### src/rtl/quadrature_decoder.sv
// Quadrature encoder front end: per-channel synchroniser and glitch filter, Gray-phase
// decode into a step/dir pair, sticky illegal-jump flag. Define QUAD_X1_EN for x1 decode.
module quadrature_decoder #(
  parameter int FILTER_CYCLES = 4
) (
  input  logic clk,
  input  logic reset,
  input  logic enc_a,
  input  logic enc_b,
  input  logic err_clr,
  output logic step,
  output logic dir,
  output logic err
);

  typedef enum logic [1:0] {SYNC, LOAD, RUN} state_t;

  localparam logic [3:0] CNT_LAST = 4'(FILTER_CYCLES - 1);

  state_t      state_q, state_d;
  logic        sync_cnt_q, sync_cnt_d;
  logic [1:0]  sync1_q, sync1_d;
  logic [1:0]  sync2_q, sync2_d;
  logic [1:0]  filt_q, filt_d;
  logic [1:0]  prev_q, prev_d;
  logic [3:0]  cnt_a_q, cnt_a_d;
  logic [3:0]  cnt_b_q, cnt_b_d;
  logic        step_q, step_d;
  logic        dir_q, dir_d;
  logic        err_q, err_d;
  logic [4:0]  fa_c, fb_c;
  logic        up_c;

  // Returns {toggle, next_count} for one channel's mismatch filter.
  function automatic logic [4:0] filt_next(input logic s, input logic f, input logic [3:0] cnt);
    if (s == f)
      return 5'd0;
    else if (cnt == CNT_LAST)
      return {1'b1, 4'd0};
    else
      return {1'b0, cnt + 4'd1};
  endfunction

  always_comb begin
    state_d    = state_q;
    sync_cnt_d = sync_cnt_q;
    sync1_d    = {enc_a, enc_b};
    sync2_d    = sync1_q;
    filt_d     = filt_q;
    prev_d     = prev_q;
    cnt_a_d    = 4'd0;
    cnt_b_d    = 4'd0;
    step_d     = 1'b0;
    dir_d      = dir_q;
    err_d      = err_q & ~err_clr;
    fa_c       = 5'd0;
    fb_c       = 5'd0;
    up_c       = 1'b0;
    case (state_q)
      SYNC: begin
        sync_cnt_d = 1'b1;
        if (sync_cnt_q)
          state_d = LOAD;
      end
      LOAD: begin
        filt_d  = sync2_q;
        prev_d  = sync2_q;
        state_d = RUN;
      end
      RUN: begin
        fa_c    = filt_next(sync2_q[1], filt_q[1], cnt_a_q);
        fb_c    = filt_next(sync2_q[0], filt_q[0], cnt_b_q);
        filt_d  = filt_q ^ {fa_c[4], fb_c[4]};
        cnt_a_d = fa_c[3:0];
        cnt_b_d = fb_c[3:0];
        // While a step is on the output, decode waits a cycle so step never spans two cycles.
        if (!step_q && (filt_q != prev_q)) begin
          prev_d = filt_q;
          if (&(filt_q ^ prev_q)) begin
            err_d = 1'b1;
          end else begin
            up_c = (filt_q == {prev_q[0], ~prev_q[1]});
`ifdef QUAD_X1_EN
            step_d = up_c ? (prev_q == 2'b10) : (prev_q == 2'b00);
`else
            step_d = 1'b1;
`endif
            if (step_d)
              dir_d = up_c;
          end
        end
      end
      default: state_d = SYNC;
    endcase
  end

  always_ff @(posedge clk or posedge reset) begin
    if (reset) begin
      state_q    <= SYNC;
      sync_cnt_q <= 1'b0;
      sync1_q    <= 2'b00;
      sync2_q    <= 2'b00;
      filt_q     <= 2'b00;
      prev_q     <= 2'b00;
      cnt_a_q    <= 4'd0;
      cnt_b_q    <= 4'd0;
      step_q     <= 1'b0;
      dir_q      <= 1'b0;
      err_q      <= 1'b0;
    end else begin
      state_q    <= state_d;
      sync_cnt_q <= sync_cnt_d;
      sync1_q    <= sync1_d;
      sync2_q    <= sync2_d;
      filt_q     <= filt_d;
      prev_q     <= prev_d;
      cnt_a_q    <= cnt_a_d;
      cnt_b_q    <= cnt_b_d;
      step_q     <= step_d;
      dir_q      <= dir_d;
      err_q      <= err_d;
    end
  end

  assign step = step_q;
  assign dir  = dir_q;
  assign err  = err_q;

endmodule
### config.mk
export PLATFORM = sky130hd
export DESIGN_NAME = quadrature_decoder
export DESIGN_NICKNAME = d
export VERILOG_FILES = /design/src/rtl/quadrature_decoder.sv
export SDC_FILE = /design/constraint.sdc
export NUM_CORES = 1
export LEC_CHECK = 0
export ABC_AREA = 1
export CAP_MARGIN = 15
export CORE_ASPECT_RATIO = 1.2
export CORE_MARGIN = 4
export CORE_UTILIZATION = 50
export CTS_CLUSTER_SIZE = 25
export DETAILED_ROUTE_END_ITERATION = 16
export GPL_TIMING_DRIVEN = 0
export HOLD_SLACK_MARGIN = 0.12
export PLACE_DENSITY = 0.84
export SYNTH_ARGS = -nofsm -noshare
export SYNTH_HDL_FRONTEND = slang
export SYNTH_SLANG_ARGS = --single-unit
### constraint.sdc
create_clock -name clk -period 1.2 [get_ports clk]
set_input_delay 0.24 -clock clk [delete_from_list [all_inputs] [get_ports clk]]
set_output_delay 0.24 -clock clk [all_outputs]
set_load 0.05 [all_outputs]
==> impl_results.md <==
* CTS Sinks at 22
* FP Rows at 18
* Most frequent cells in the layout: nand2_1 (35), dfrtp_1 (20), nor2_1 (12)
* GP Congestion at 0.8041
* Die Ht at 58.40 um
* Switching power at 1.068 mW
* Hold Path Stages at 1
* Skew-Pair Late Insertion Delay at 0.32 ns
* Slew margin rel. at 46.04%
* Post-DP HPWL at 1.403 mm
* Remaining global-route overflow at 0
* Clock transition at the registers of the reported paths at 0.12 ns
* Worst r2r src: state_q[0]
* Final worst-path cycle share at 99.04%
* Setup CP Type: flop to flop
* Nets at 150
* Switch share at 39.47%
* Core area at 0.002049 sq mm
* Register area share after synthesis at 52.01%
* Synth cell types at 18
* Synth Instances at 123
* Seq pwr share at 40.5%
* Worst hold path startpoint: enc_b
* Iteration-0 DRC Markers at 15
* Leak at 0.6544 nW
* Mapped Nets at 134
* Vias at 840
* DIE AREA at 0.002920 sq mm
* Placed cell count at 160
* Commonest non-fill, non-tap cell in the layout: nand2_1
* Gate power share at 38.3%
* Core Util, Final at 62.82%
* Cell Count, Final, Fillers Out at 168
* Fin Setup TNS at 0 ns
* Syn avg cell area at 8.606 sq um
* Mapped Area at 0.001059 sq mm
* Clk_skew at 0.001059 ns
* Avg WL per Cell at 11.71 um
* Cell-internal power at 1.638 mW
* Cell Pwr Density at 2102 mW/mm^2
* Worst-case vdd ir drop at 0.001418 V
* Ratio of cells with drive above 1 in the final layout at 21.74%
* Antenna Cells at 0
* First-pass GRT wire length at 3.298 mm
* Shortest period the worst path allows at 1.189 ns
* Place WS at -0.1818 ns
* Worst reg2reg path depth at 7
* Vias in the first global route at 831
* Hold WS at 0.3390 ns
* DR vias/cell at 5.000
* 1st-pass router iterations at 4
* Die width at 50 um
* Crit path max fanout at 5
* Final hold vios at 0
* CTS tree: yes
* Worst min-delay path class: input port to flop
* Largest net degree at the start of global routing at 23
* Slack of the critical path at 0.01149 ns
* RSZ-0062 raised after global routing: yes
* Worst path required time at 1.43 ns
* Initial Util at 51.65%
* Hold Path Sink: sync1_q[0]
* Synthesis Warnings at 0
* Crit. End Element: flop
* R2r setup slk at 0.01 ns
* CTS Buf Count at 3
* Worst path arrival time at 1.41 ns
* Ports at 8
* Area leader, netlist: dfrtp_1
* Post-synth top area share at 52.01%
* Synth top area cells: dfrtp_1 (52%), nand2_1 (12%), ha_1 (7.1%)
* All-Layer GR Usage at 15.19%
* Root buffer cell: clkbuf_4
* Port Buffer Count at 7
* Final setup viols at 0
* Critical Path Start Type: flop
* H-tree depth at 1
* Worst-Margin Slew at 0.8086 ns
* Seq cells post-synth at 22
* Area Overhead vs Synth at 21.63%
* Initial antenna violation count at 0
* Clk network pwr share at 21.2%
* Final wirelength at 1.967 mm
* Antenna-violating nets left at 0
* Outcome: completed
* Max cap viols at 0
* Clk buf depth at 2
* Reg-to-reg endpoint: dir
* Fmax at 0.8414 GHz
* Max Slew Vio Count at 0
* DR DRC count at 0
==> cell usage after synthesis <==
master   instances
a21oi_1          5
buf_2            1
dfrtp_1         22
ha_1             6
inv_1           13
inv_2            2
nand2_1         35
nand2_2          3
nand3_1          7
nand3_2          1
nand4_1          1
nor2_1          12
nor2_2           1
o21ai_0          6
o21ai_1          1
or2_2            1
xnor2_1          2
xor2_1           4
==> logic make-up (layout without fill, tap and decap cells) <==
logic type,count (synthesis),after routing,share of synthesized area [%]
fa+ha+maj,6,6,7.092
simple gates,61,61,24.47
flops,22,22,52.01
compound gates,12,12,5.673
buf+inv,16,31,5.792
xor+xnor,6,6,4.965
==> power by group through the flow <==
stage                     registers, mW  clock network [mW]  logic (mW)
after floorplan                    1.17                   0       0.665
after global placement             1.08                   0       0.945
after detailed placement           1.10                   0        1.01
after CTS                          1.09               0.575        1.01
after global routing               1.13               0.602        1.18
final                              1.10               0.574        1.04
==> sequential cells by signal (all words and copies together) (netlist names), named ones only <==
name        cells
cnt_a_q         4
cnt_b_q         4
dir             1
err             1
prev_q          2
state_q         2
step            1
sync1_q         2
sync2_q         2
sync_cnt_q      1
==> through the flow <==
| step | power, mW | area, sq um |
|---|---|---|
| after CTS | 2.667 | 1234 |
| final | 2.706 | 1287 |
| after global routing | 2.908 | 1287 |
| after global placement | 2.024 | 1166 |
| after floorplan | 1.834 | 1059 |
| after detailed placement | 2.104 | 1166 |
==> worst max-delay path by stage <==
stage / start / end / depth (start not counted)
floorplan: state_q[0] / dir / 7
global placement: step / step / 1
detailed placement: step / step / 1
CTS: state_q[0] / dir / 7
global route: state_q[0] / prev_q[0] / 8
finish: state_q[0] / dir / 7
==> layout make-up <==
cell class / instances / area (sq um)
Inverter: 15 / 61.31
Timing Repair Buffer: 11 / 96.34
Sequential cell: 22 / 553.0
Buffer: 1 / 11.26
Tap cell: 30 / 37.54
Multi-Input combinational cell: 85 / 475.5
Fill cell: 160 / 762.0
Clock inverter: 1 / 30.03
Clock buffer: 3 / 22.52
==> layer usage <==
metal,up-vias,track usage (%),part of all wire [%],routed length [um]
li1,414,-,-,-
met1,399,15.37,39,769
met2,16,26.87,53,1049
met3,11,2.025,2.7,53
met4,0,13.83,4.8,95
met5,-,0,0,0
==> what timing repair did <==
item / CTS / global route
endpoints found under the setup margin: 15 / 16
setup buffers: 1 / 3
hold buffers: 0 / 0
gates resized for setup: 24 / 11
==> worst max-delay path, cell delays in order, from the launching register on <==
cell and delay [ns]:
dfrtp_1 0.42, inv_2 0.11, ha_4 0.18, inv_6 0.05
nor2_4 0.11, nand3_1 0.11, nand2_1 0.07, nand2_1 0.05
No activity file was read; power rests on OpenSTA's default activity.
